[config.mk]
export PLATFORM = sky130hd
export DESIGN_NAME = sqrt_mult_param
export DESIGN_NICKNAME = d
export VERILOG_FILES = /design/src/rtl/sqrt_mult_param_pkg.sv /design/src/rtl/sqrt_mult_param_isqrt_iter.sv /design/src/rtl/sqrt_mult_param.sv
export SDC_FILE = /design/constraint.sdc
export NUM_CORES = 1
export LEC_CHECK = 0
export CORE_UTILIZATION = 50
export DETAILED_ROUTE_END_ITERATION = 8
export MAX_ROUTING_LAYER = met4
export PLACE_DENSITY_LB_ADDON = 0.2
export SLEW_MARGIN = 0
export SYNTH_ARGS = -nofsm -noshare
export SYNTH_HDL_FRONTEND = slang
export SYNTH_SLANG_ARGS = --single-unit
[constraint.sdc]
create_clock -name clk_i -period 8 [get_ports clk_i]
set_input_delay 1.2 -clock clk_i [delete_from_list [all_inputs] [get_ports clk_i]]
set_output_delay 1.2 -clock clk_i [all_outputs]
set_load 0.1 [all_outputs]
[src/rtl/sqrt_mult_param_pkg.sv]
// Shared encodings for the sqrt/multiply unit: operation modes, FSM states
// and a small helper for sizing down-counters.
package sqrt_mult_param_pkg;

  typedef enum logic [1:0] {
    MODE_AMULSQB   = 2'b00,
    MODE_SQB       = 2'b01,
    MODE_AMULB     = 2'b10,
    MODE_SQAMULSQB = 2'b11
  } mode_e;

  typedef enum logic [2:0] {
    ST_IDLE = 3'd0,
    ST_SQ1  = 3'd1,
    ST_SQ2  = 3'd2,
    ST_MUL  = 3'd3,
    ST_DONE = 3'd4
  } state_e;

  // Bits needed for a counter that must hold the value n
  function automatic int ctrWidth(input int n);
    return $clog2(n + 1);
  endfunction

endpackage

[src/rtl/sqrt_mult_param_isqrt_iter.sv]
// Iterative integer square root, restoring bit-pair method. The start edge
// loads the operand and performs the first iteration, so the H-bit root is
// complete after exactly H edges and done_o pulses in the following cycle.
module isqrt_iter
  import sqrt_mult_param_pkg::*;
#(
  parameter int W = 8
)
(
  input  logic             clk_i,
  input  logic             rst_i,
  input  logic             start_i,
  input  logic [W-1:0]     x_bi,
  output logic [W/2-1:0]   y_bo,
  output logic             busy_o,
  output logic             done_o
);

  localparam int H  = W / 2;
  localparam int RW = H + 3;
  localparam int CW = ctrWidth(H);

  logic [RW-1:0] r_rem;
  logic [H-1:0]  r_root;
  logic [W-1:0]  r_x;
  logic [CW-1:0] r_cnt;
  logic          r_busy;
  logic          r_done;

  logic          w_load;
  logic [RW-1:0] w_remIn;
  logic [RW-1:0] w_remSh;
  logic [RW-1:0] w_trial;
  logic [RW-1:0] w_remNext;
  logic [H-1:0]  w_rootIn;
  logic [H-1:0]  w_rootNext;
  logic [W-1:0]  w_xIn;
  logic [W-1:0]  w_xNext;

  // One bit-pair step; on a load the step starts from a cleared remainder/root
  always_comb begin
    w_load   = start_i && !r_busy;
    w_remIn  = w_load ? '0   : r_rem;
    w_rootIn = w_load ? '0   : r_root;
    w_xIn    = w_load ? x_bi : r_x;
    w_remSh  = (w_remIn << 2) | {{(RW-2){1'b0}}, w_xIn[W-1:W-2]};
    w_trial  = {1'b0, w_rootIn, 2'b01};
    w_xNext  = w_xIn << 2;
    if (w_remSh >= w_trial) begin
      w_remNext  = w_remSh - w_trial;
      w_rootNext = (w_rootIn << 1) | {{(H-1){1'b0}}, 1'b1};
    end else begin
      w_remNext  = w_remSh;
      w_rootNext = w_rootIn << 1;
    end
  end

  // Iteration sequencing: first step on start, H-1 further steps while busy
  always_ff @(posedge clk_i) begin
    if (rst_i) begin
      r_rem  <= '0;
      r_root <= '0;
      r_x    <= '0;
      r_cnt  <= '0;
      r_busy <= 1'b0;
      r_done <= 1'b0;
    end else begin
      r_done <= 1'b0;
      if (w_load) begin
        r_rem  <= w_remNext;
        r_root <= w_rootNext;
        r_x    <= w_xNext;
        r_cnt  <= CW'(H - 1);
        r_busy <= 1'b1;
      end else if (r_busy) begin
        r_rem  <= w_remNext;
        r_root <= w_rootNext;
        r_x    <= w_xNext;
        r_cnt  <= r_cnt - CW'(1);
        if (r_cnt == CW'(1)) begin
          r_busy <= 1'b0;
          r_done <= 1'b1;
        end
      end
    end
  end

  assign y_bo   = r_root;
  assign busy_o = r_busy;
  assign done_o = r_done;

endmodule

[src/rtl/sqrt_mult_param.sv]
// Mode-selectable product / integer square root unit. One shared sqrt engine
// (run twice for isqrt(A)*isqrt(B)) feeds an inline shift-add multiplier,
// all sequenced by a single FSM with registered busy/done/result outputs.
module sqrt_mult_param
  import sqrt_mult_param_pkg::*;
#(
  parameter int W = 8
)
(
  input  logic           clk_i,
  input  logic           rst_i,
  input  logic           start_i,
  input  logic [1:0]     mode_i,
  input  logic [W-1:0]   a_bi,
  input  logic [W-1:0]   b_bi,
  output logic           busy_o,
  output logic           done_o,
  output logic [2*W-1:0] y_bo
);

  localparam int H   = W / 2;
  localparam int MCW = ctrWidth(W);

  state_e         r_state;
  mode_e          r_mode;
  logic [W-1:0]   r_a;
  logic [W-1:0]   r_b;
  logic [H-1:0]   r_sqA;
  logic           r_first;
  logic [2*W-1:0] r_mcand;
  logic [W-1:0]   r_mplier;
  logic [2*W-1:0] r_acc;
  logic [MCW-1:0] r_mulCnt;
  logic           r_busy;
  logic           r_done;
  logic [2*W-1:0] r_y;

  logic           w_sqStart;
  logic [W-1:0]   w_sqX;
  logic [H-1:0]   w_root;
  logic           w_engBusy;
  logic           w_engDone;
  logic [2*W-1:0] w_accNext;

  // Engine kick-off: first SQ1 cycle, or restart for isqrt(B) once isqrt(A) lands
  always_comb begin
    w_sqStart = (r_state == ST_SQ1) && !w_engBusy &&
                (r_first || (w_engDone && (r_mode == MODE_SQAMULSQB)));
    w_sqX     = (r_first && (r_mode == MODE_SQAMULSQB)) ? r_a : r_b;
    w_accNext = r_acc + (r_mplier[0] ? r_mcand : '0);
  end

  isqrt_iter #(
    .W (W)
  ) u_isqrt (
    .clk_i   (clk_i),
    .rst_i   (rst_i),
    .start_i (w_sqStart),
    .x_bi    (w_sqX),
    .y_bo    (w_root),
    .busy_o  (w_engBusy),
    .done_o  (w_engDone)
  );

  // Top FSM plus operand latches and shift-add multiplier datapath
  always_ff @(posedge clk_i) begin
    if (rst_i) begin
      r_state  <= ST_IDLE;
      r_mode   <= MODE_AMULSQB;
      r_a      <= '0;
      r_b      <= '0;
      r_sqA    <= '0;
      r_first  <= 1'b0;
      r_mcand  <= '0;
      r_mplier <= '0;
      r_acc    <= '0;
      r_mulCnt <= '0;
      r_busy   <= 1'b0;
      r_done   <= 1'b0;
      r_y      <= '0;
    end else begin
      r_done  <= 1'b0;
      r_first <= 1'b0;
      case (r_state)
        ST_IDLE: begin
          if (start_i) begin
            r_a     <= a_bi;
            r_b     <= b_bi;
            r_mode  <= mode_e'(mode_i);
            r_first <= 1'b1;
            r_busy  <= 1'b1;
            r_state <= (mode_i == MODE_AMULB) ? ST_MUL : ST_SQ1;
          end
        end

        ST_SQ1: begin
          if (w_engDone) begin
            case (r_mode)
              MODE_SQB: begin
                r_y     <= {{(2*W-H){1'b0}}, w_root};
                r_done  <= 1'b1;
                r_state <= ST_DONE;
              end
              MODE_SQAMULSQB: begin
                r_sqA   <= w_root;
                r_state <= ST_SQ2;
              end
              default: begin
                r_mcand  <= {{W{1'b0}}, r_a};
                r_mplier <= {{(W-H){1'b0}}, w_root};
                r_acc    <= '0;
                r_mulCnt <= MCW'(H);
                r_state  <= ST_MUL;
              end
            endcase
          end
        end

        ST_SQ2: begin
          if (w_engDone) begin
            r_mcand  <= {{(2*W-H){1'b0}}, r_sqA};
            r_mplier <= {{(W-H){1'b0}}, w_root};
            r_acc    <= '0;
            r_mulCnt <= MCW'(H);
            r_state  <= ST_MUL;
          end
        end

        ST_MUL: begin
          if (r_first) begin
            r_mcand  <= {{W{1'b0}}, r_a};
            r_mplier <= r_b;
            r_acc    <= '0;
            r_mulCnt <= MCW'(W);
          end else begin
            r_acc    <= w_accNext;
            r_mcand  <= r_mcand << 1;
            r_mplier <= r_mplier >> 1;
            r_mulCnt <= r_mulCnt - MCW'(1);
            if (r_mulCnt == MCW'(1)) begin
              r_y     <= w_accNext;
              r_done  <= 1'b1;
              r_state <= ST_DONE;
            end
          end
        end

        ST_DONE: begin
          r_busy  <= 1'b0;
          r_state <= ST_IDLE;
        end

        default: begin
          r_busy  <= 1'b0;
          r_state <= ST_IDLE;
        end
      endcase
    end
  end

  assign busy_o = r_busy;
  assign done_o = r_done;
  assign y_bo   = r_y;

endmodule

Word level (Yosys, flattened, before mapping)
Index checks and enable logic that the tools add are counted.
{ "classes": {"n_addsub": 4, "magnitude_cmp": 1, "n_eq_ne": 15, "muxes": 60, "bitwise": 4, "reduce_logical": 22} }
{ "op_table": {"columns": ["operator", "count"], "rows": [
  ["$mux 16", 13],
  ["$pmux 16 s3", 2],
  ["$mux 8", 8],
  ["$pmux 16 s2", 1],
  ["$mux 4", 7],
  ["$pmux 8 s3", 1],
  ["$mux 5", 4],
  ["$add 16x16->16", 1],
  ["$mux 3", 5],
  ["$pmux 3 s4", 1],
  ["$pmux 4 s3", 1],
  ["$mux 1", 11],
  ["$reduce_and 5->1", 2],
  ["$ne 2x2->1 const B", 4],
  ["$ge 7x6->1", 1],
  ["$or 7x2->7", 1],
  ["$eq 3x1->1 const B", 2],
  ["$eq 3x2->1 const B", 2],
  ["$mux 2", 3],
  ["$ne 2x1->1 const B", 3],
  ["$pmux 3 s2", 1],
  ["$reduce_or 2->1", 3],
  ["$reduce_or 3->1", 2],
  ["$logic_and 1x1->1", 5],
  ["16 further kinds", 22]
]} }
{ "word_totals": {"reg_bits": 108, "in_bits": 21, "out_inout_bits": 18, "wordCells": 126} }

Depth between registers and ports, before layout
Gate-level depths: netlist of run 1.
{ "depth": {"ltp_word": 11, "depth_mapped": 13, "mapped_depth_nobuf": 12} }

Hierarchy
A second synthesis of run 1 with hierarchy kept.
{ "hier_totals": {"hier_cells": 630, "area_unflattened_um2": 5422.7} }
{ "by_module_without_submodules": {"columns": ["mod", "instances", "cells_each", "area_each_um2", "seq_area_each_um2"], "rows": [
  ["sqrt_mult_param", 1, 494, 4270.3, 1761.7],
  ["isqrt_iter", 1, 136, 1152.4, 400.4]
]} }

Worst setup path before layout of run 1
Ideal clock, no wire load.
{ "synth_path": {"path_kind": "flip-flop to flip-flop", "startpoint": "register u_isqrt.r_busy, in the netlist u_isqrt.busy_o", "endpoint": "register u_isqrt.r_rem[0]", "setup_time_ps": 126, "t_arrival_ps": 3024, "required_time_ps": 7874, "path_slack_ps": 4850, "stages_incl_launch_ff": 14, "n_path_buf": 2, "period_less_slack_ps": 3150, "path_cell_list": "dfxtp_1 > buf_2 > nor2_1 > and3_1 > nor2_1 > clkbuf_1 > nand2_1 > ha_1 > a31o_2 > a21oi_1 > nor2b_1 > a2111oi_2 > and2_4 > o211ai_1"} }
{ "synth_via": {"elab_chain_len": 10, "elab_cells_between_ends": 14, "classes_between": "add/sub (1); order compare (1); mux (6); bitwise (1); reduce/logical (5)"} }
{ "synth_lines": {"columns": ["item", "line", "text"], "rows": [
  ["start, declared", "sqrt_mult_param_isqrt_iter.sv:27", "logic r_busy;"],
  ["start signal, assigned", "sqrt_mult_param_isqrt_iter.sv:65", "r_busy <= 1'b0;"],
  ["start signal, assigned", "sqrt_mult_param_isqrt_iter.sv:74", "r_busy <= 1'b1;"],
  ["start signal, assigned", "sqrt_mult_param_isqrt_iter.sv:81", "r_busy <= 1'b0;"],
  ["$logic_not 1->1", "sqrt_mult_param_isqrt_iter.sv:42, sqrt_mult_param.sv:47", null],
  ["$logic_and 1x1->1 (2 in series)", "sqrt_mult_param.sv:47", "w_sqStart = (r_state == ST_SQ1) && !w_engBusy &&"],
  ["$logic_and 1x1->1", "sqrt_mult_param_isqrt_iter.sv:42", "w_load = start_i && !r_busy;"],
  ["$mux 8 / $mux 5 (equally long branches)", "sqrt_mult_param_isqrt_iter.sv:45, sqrt_mult_param_isqrt_iter.sv:43", null],
  ["$or 7x2->7", "sqrt_mult_param_isqrt_iter.sv:46", "w_remSh = (w_remIn << 2) | {{(RW-2){1'b0}}, w_xIn[W-1:W-2]};"],
  ["$ge 7x6->1 / $sub 5x5->5 (equally long branches)", "sqrt_mult_param_isqrt_iter.sv:49, sqrt_mult_param_isqrt_iter.sv:50", null],
  ["$mux 5", "sqrt_mult_param_isqrt_iter.sv:49", "if (w_remSh >= w_trial) begin"],
  ["$mux 5", "sqrt_mult_param_isqrt_iter.sv:75", "end else if (r_busy) begin"],
  ["$mux 5", "sqrt_mult_param_isqrt_iter.sv:69", "if (w_load) begin"],
  ["end signal, assigned", "sqrt_mult_param_isqrt_iter.sv:70", "r_rem <= w_remNext;"],
  ["end signal, assigned", "sqrt_mult_param_isqrt_iter.sv:76", "r_rem <= w_remNext;"],
  ["end, declared", "sqrt_mult_param_isqrt_iter.sv:23", "logic [RW-1:0] r_rem;"]
]} }
Parallel ways exist; a longest one is shown, timed or not. The select of a mux whose other input is x is not followed.
A chain may end at the register's enable or synchronous reset.

Worst setup path in the final report of run 1
{ "layout_path": {"startpoint": "register r_state[1]", "endpoint": "register u_isqrt.r_rem[0]"} }
{ "layout_via": {"elab_chain_len": 10, "elab_cells_between_ends": 14, "classes_between": "add/sub (1); order compare (1); eq/ne (1); mux (6); bitwise (1); reduce/logical (4)"} }
{ "layout_lines": {"columns": ["item", "line", "text"], "rows": [
  ["start, declared", "sqrt_mult_param.sv:24", "state_e r_state;"],
  ["start signal, assigned", "sqrt_mult_param.sv:92", "r_state <= (mode_i == MODE_AMULB) ? ST_MUL : ST_SQ1;"],
  ["$eq 3x1->1 *", "sqrt_mult_param.sv:47", null],
  ["$logic_and 1x1->1 * (2 in series)", "sqrt_mult_param.sv:47", null],
  ["$logic_and 1x1->1 *", "sqrt_mult_param_isqrt_iter.sv:42", null],
  ["$mux 8 / $mux 5 (equally long branches)", "sqrt_mult_param_isqrt_iter.sv:45, sqrt_mult_param_isqrt_iter.sv:43", null],
  ["$or 7x2->7", "sqrt_mult_param_isqrt_iter.sv:46", null],
  ["$ge 7x6->1 / $sub 5x5->5 (equally long branches)", "sqrt_mult_param_isqrt_iter.sv:49, sqrt_mult_param_isqrt_iter.sv:50", null],
  ["$mux 5", "sqrt_mult_param_isqrt_iter.sv:49", null],
  ["$mux 5", "sqrt_mult_param_isqrt_iter.sv:75", null],
  ["$mux 5", "sqrt_mult_param_isqrt_iter.sv:69", null]
]} }
Every way passes the cells marked *; elsewhere a longest branch is shown, timed or not. The select of a mux whose other input is x is not followed.

==> results of run 1 <==
sequential cells by signal (all words and copies together) (netlist names), 5 cells and up:
signal / cells
r_a: 8
r_acc: 16
r_b: 8
r_mcand: 16
r_mplier: 8
u_isqrt.r_rem: 5
u_isqrt.r_x: 6
y_bo: 16
final cells by class:
class,instances,area [sq um],area share
clock buffers,12,256.5,0.03920
clock inverters,4,38.79,0.005927
inverters,17,63.81,0.009751
multi-input cells,546,3428,0.5239
flip-flops and latches,108,2162,0.3304
well taps,143,178.9,0.02734
repair buffers,43,415.4,0.06348
where the power goes:
group          leakage (nW)  switching (mW)  internal (mW)  total, mW
logic                  1.46           0.112         0.0671      0.179
registers             0.874          0.0307          0.560      0.591
clock network         0.143           0.213          0.234      0.447
total                  2.47           0.355          0.861       1.22
per-layer routing:
metal	wire length, um	track usage	vias to the layer above	part of all wire
li1	-	-	2602	-
met1	6918	0.3417	2485	0.48
met2	6709	0.4161	128	0.46
met3	665	0.06702	24	0.046
met4	243	0.08365	0	0.017
met5	0	-	-	0
path summary, 6_finish.rpt:
path,startpoint,end,slack [ns],depth (start not counted)
setup / recovery,r_state[1],u_isqrt.r_rem[0],4.03,11
hold / removal,r_acc[8],r_acc[8],0.47,2
setup reg to reg,r_state[1],u_isqrt.r_rem[0],4.03,11
hold reg to reg,r_acc[8],r_acc[8],0.47,2
worst reg2reg max path, cell delays in order, from the launching register on:
cell and delay [ns]:
dfxtp_1 0.64, nor2_1 0.14, and3_1 0.25, nor2_1 0.77, nand2_1 0.14, ha_1 0.40
a31o_2 0.25, a21oi_1 0.15, nor2b_1 0.08, a2111oi_2 0.64, and2_4 0.29, o211ai_1 0.10
layout by cell type (no fill, tap or decap), types with 6 or more instances in the layout:
cell	n
dfxtp_1	108
and2_1	18
mux2i_1	19
a22oi_1	14
xnor2_1	6
or3_1	11
a311oi_1	9
a211oi_1	13
and3_1	9
o21ai_0	16
nand2_1	79
or4_1	6
nand4_1	7
nand3_1	18
a21oi_1	58
o211ai_1	11
nand2b_1	8
buf_4	6
inv_1	17
nand3b_1	18
ha_1	25
a21o_1	14
nor3_1	14
nor2_1	97
clkdlybuf4s50_1	37
clkbuf_16	9
kinds of logic (layout without fill, tap and decap cells):
family	Yosys count	after routing	synth area share
DFF	108	108	0.3699
buffers and inverters	63	76	0.04366
adders and majority gates	26	26	0.05694
muxes	21	21	0.03639
AOI/OAI and AO/OA	181	181	0.2149
xor gates and xnor gates	8	8	0.01199
and+or+nand+nor	310	310	0.2663
cell usage after synthesis, types with 6 or more instances:
cell,n,area (sq um)
ha_1,25,312.8
a21oi_1,58,290.3
a311oi_1,9,78.83
a21o_1,14,105.1
xnor2_1,6,52.55
a211oi_1,13,97.59
nor2_1,97,364.1
nand3b_1,18,135.1
and3_1,9,56.30
nor3_1,14,70.07
and2_1,18,112.6
o21ai_0,16,80.08
buf_2,6,30.03
or3_1,11,68.82
mux2i_1,19,190.2
o211ai_1,11,82.58
nand3_1,18,90.09
inv_1,17,63.81
or4_1,6,45.04
dfxtp_1,108,2162
a22oi_1,14,105.1
nand2b_1,8,50.05
clkbuf_1,34,127.6
nand2_1,79,296.5
nand4_1,7,43.79
==> results.toml, run 1 <==
[placement]
placed_cells = 857
postPlaceCellArea_sq_um = 6248
pre_cts_ws_ns = 4.094
place_congestion = 0.9050
io_buffers = 38
hpwl_um = 10020

[yosys]
synth_area_sq_um = 5846
ys_warn_count = 0
ys_ff_latch = 108
synth_ff_type = "dfxtp_1"
synth_nets = 764
ys_seq_area_frac = 0.3699
syn_area_per_cell_sq_um = 8.153
synth-async-reset-ratio = 0
ys_types = 67
synthCells = 717
synth_edf_count = 0

[sta]
rsz0062_at_grt = "false"
fin_setup_tns_ns = 0
worst_slack_ns = 4.032
clock-skew-final_ns = 0.008069
whs_ns = 0.4663
fmax_mhz = 252.0
fin_crit_sh = 0.4959
worst_pin_slew_ns = 1.262
maxSlewViolCount = 0
maxSlewHeadroom = 0.1584
post-route-min-period_ns = 3.968
finalHoldViolCount = 0
setup_violations = 0

[clocking]
cts_hold_buf = 0
cts_tree = "built"
ctsRootBufferMaster = "clkbuf_16"
postCtsSetupBuffers = 0
cts_htree_levels = 3
cts_buffers = 9
clockBufferDepth = 2
cts_sinks = 108
cts.clk_slew.worst_paths_ns = 0.08
worstSkewPairLatency_ns = 0.35
cts_resized = 0

[grt]
grt_max_degree = 82
grt_pass1_wl_um = 24170
grt_use_total = 0.2675
antenna_found_initial = 0
grt_overflow = 0
grt_pass1_vias = 4824

[power]
power_density_nw_per_um2 = 185.9
p_leak_nw = 2.474
vdd_drop_max_mv = 0.2270
design_power_total_mw = 1.217

[cells_and_area]
nNetsFinal = 772
fill_cells = 1095
design_area_sq_um = 6544
final_util = 0.5731
syn_to_final_growth_pct = 11.94
drive_gt1_frac = 0.05616
diodes = 0
stdcell_count = 873

[setup_path]
critPathRequiredTime_ns = 8.23
cp_max_fo = 16
path_class = "reg -> reg"
crit_top_cell = "nor2_1"
cp_cell_sequence = "nor2_1, and3_1, nor2_1, nand2_1, ha_1, a31o_2, a21oi_1, nor2b_1, a2111oi_2, and2_4, o211ai_1"
cpPeakStageDelay_ns = 0.77
cp-end-kind = "flop"
cpLargestDelayFamily = "simple AND/OR/NAND/NOR gates"
cp.buffers_inverters = 0
start_kind = "flop"
worstPathArrival_ns = 4.20
cp_slowest_cell = "nor2_1"

[run]
drv_cap = 0

[worst_hold_path]
holdCritPathClass = "reg -> reg"

[floorplanning]
start_util = 0.5119
io_pins = 39
die_area_sq_um = 12130
die_width_um = 110.1
row_count = 39
die_y_um = 110.1
coreArea_sq_um = 11420

[drt]
drc = 0
postRouteAntennaNets = 0
vias = 5239
wl_um = 14540
drt_iter0_markers = 389
via_per_inst = 6.001
firstDrtPassIters = 4
wl_per_cell_um = 16.65

[outcome]
outcome = "finished, final reports clean"
No activity file was read; power rests on OpenSTA's default activity.
==> inputs of run 2 (changes only) <==
==> constraint.sdc (replaced) <==
create_clock -name clk_i -period 3.55 [get_ports clk_i]
set_input_delay 0.5325 -clock clk_i [delete_from_list [all_inputs] [get_ports clk_i]]
set_output_delay 0.5325 -clock clk_i [all_outputs]
set_load 0.1 [all_outputs]
==> results.toml, run 2 (synthesized netlist as in run 1, its figures left out) <==
[outcome]
outcome = "finished, final reports clean"

[run]
drv_cap = 0

[floorplanning]
die_width_um = 110.1
coreArea_sq_um = 11420
die_area_sq_um = 12130
row_count = 39
io_pins = 39
die_y_um = 110.1
start_util = 0.5119

[clocking]
clockBufferDepth = 2
cts.clk_slew.worst_paths_ns = 0.08
cts_tree = "built"
cts_hold_buf = 0
cts_htree_levels = 3
cts_resized = 0
cts_buffers = 9
postCtsSetupBuffers = 0
cts_sinks = 108
ctsRootBufferMaster = "clkbuf_16"
worstSkewPairLatency_ns = 0.36

[grt]
grt_overflow = 0
antenna_found_initial = 0
grt_pass1_vias = 4826
grt_pass1_wl_um = 24250
grt_use_total = 0.2723
grt_max_degree = 67

[power]
clkPwrFrac = 0.377
seqPwrFrac = 0.470
power.switching_mw = 0.8318
p_sw_frac = 0.2950
design_power_total_mw = 2.820
p_leak_nw = 2.531
vdd_drop_max_mv = 0.4021
power_density_nw_per_um2 = 424.7
pwr-share-comb = 0.154
intPower_mw = 1.988

[setup_path]
critPathRequiredTime_ns = 3.76
worstPathArrival_ns = 3.51
path_class = "reg -> reg"
reg2reg_depth = 11
start_kind = "flop"
r2r-end = "u_isqrt.y_bo[0]"
cp_max_fo = 16
ff2ff_setup_slack_ns = 0.25
reg2reg_from = "r_state[1]"
worstSetupEndpoint = "u_isqrt.y_bo[0]"
cp-end-kind = "flop"
critPathLaunch = "r_state[1]"

[cells_and_area]
syn_to_final_growth_pct = 13.57
final_cell_mix = "108 x dfxtp_1, 97 x nor2_1, 79 x nand2_1, 58 x a21oi_1, 37 x clkdlybuf4s50_1"
mostFrequentLayoutCell = "dfxtp_1"
diodes = 0
nNetsFinal = 781
drive_gt1_frac = 0.06766
multi_input_area_sq_um = 3441
stdcell_count = 882
seq_area_sq_um = 2162
fill_cells = 1093
final_util = 0.5814

[sta]
maxSlewHeadroom = 0.3094
fin_setup_tns_ns = 0
fin_crit_sh = 0.9300
worst_slack_ns = 0.2485
maxSlewViolCount = 0
setup_violations = 0
fmax_mhz = 302.9
worst_pin_slew_ns = 1.030
post-route-min-period_ns = 3.301
finalHoldViolCount = 0
clock-skew-final_ns = 0.006563

[placement]
pre_cts_ws_ns = 0.1980
placed_cells = 866
io_buffers = 38
hpwl_um = 10790
place_congestion = 0.9173

[drt]
via_per_inst = 6.016
wl_um = 15390
wl_per_cell_um = 17.44
drc = 0
postRouteAntennaNets = 0
vias = 5306
firstDrtPassIters = 7
drt_iter0_markers = 284

[worst_hold_path]
holdCritPathClass = "reg -> reg"
==> run 2: cell count changes in the layout (fill, tap and decap cells not counted), sizes merged <==
cell and delta:
buf +9, clkbuf -2, bufinv +1, clkinv +1, clkinvlp -1, inv +1
==> run 2: area by class of cell <==
cell class / instances / share of cell area
repair buffers: 52 / 0.07275
clock inverters: 6 / 0.01225
flip-flops and latches: 108 / 0.3257
clock buffers: 10 / 0.03449
well taps: 143 / 0.02695
inverters: 17 / 0.009612
multi-input cells: 546 / 0.5183
==> run 2: through the flow <==
step	hold WS [ns]	instance area (sq um)
finish	0.4574	6639
global route	0.4883	6639
CTS	0.4602	6626
detailed placement	0.4498	6316
global placement	0.4467	6316
floorplan	0.4357	5846
==> run 2: layer usage <==
metal	track usage	vias to the layer above	part of all wire
li1	-	2611	-
met1	0.3384	2534	0.46
met2	0.4388	129	0.47
met3	0.05703	32	0.037
met4	0.09492	0	0.024
met5	-	-	0
==> run 2: how the worst min path moves through the flow <==
stage	from	end	slack, ns	cells after the start
final	y_bo[8]	y_bo[8]	0.46	2
after detailed placement	y_bo[8]	y_bo[8]	0.45	2
after global placement	r_mplier[3]	r_mplier[3]	0.45	2
after global routing	y_bo[8]	y_bo[8]	0.49	2
after CTS	y_bo[8]	y_bo[8]	0.46	2
after floorplan	r_mplier[3]	r_mplier[3]	0.44	2
==> run 2: critical path, cell delays in order, from the launching register on <==
cell       delay [ns]
dfxtp_1          0.65
nor2_1           0.14
and3_1           0.26
nor2_1           0.27
nand2_1          0.12
ha_1             0.38
a31o_2           0.26
a21oi_1          0.13
nor2b_1          0.09
a2111oi_4        0.50
and2_4           0.25
a211oi_1         0.09
==> run 2: power by group through the flow <==
stage	clock network, mW	logic, mW	registers [mW]
final	1.06	0.433	1.32
after global routing	1.13	0.478	1.33
after CTS	1.08	0.423	1.32
after detailed placement	0	0.421	1.35
after global placement	0	0.415	1.35
after floorplan	0	0.317	1.33
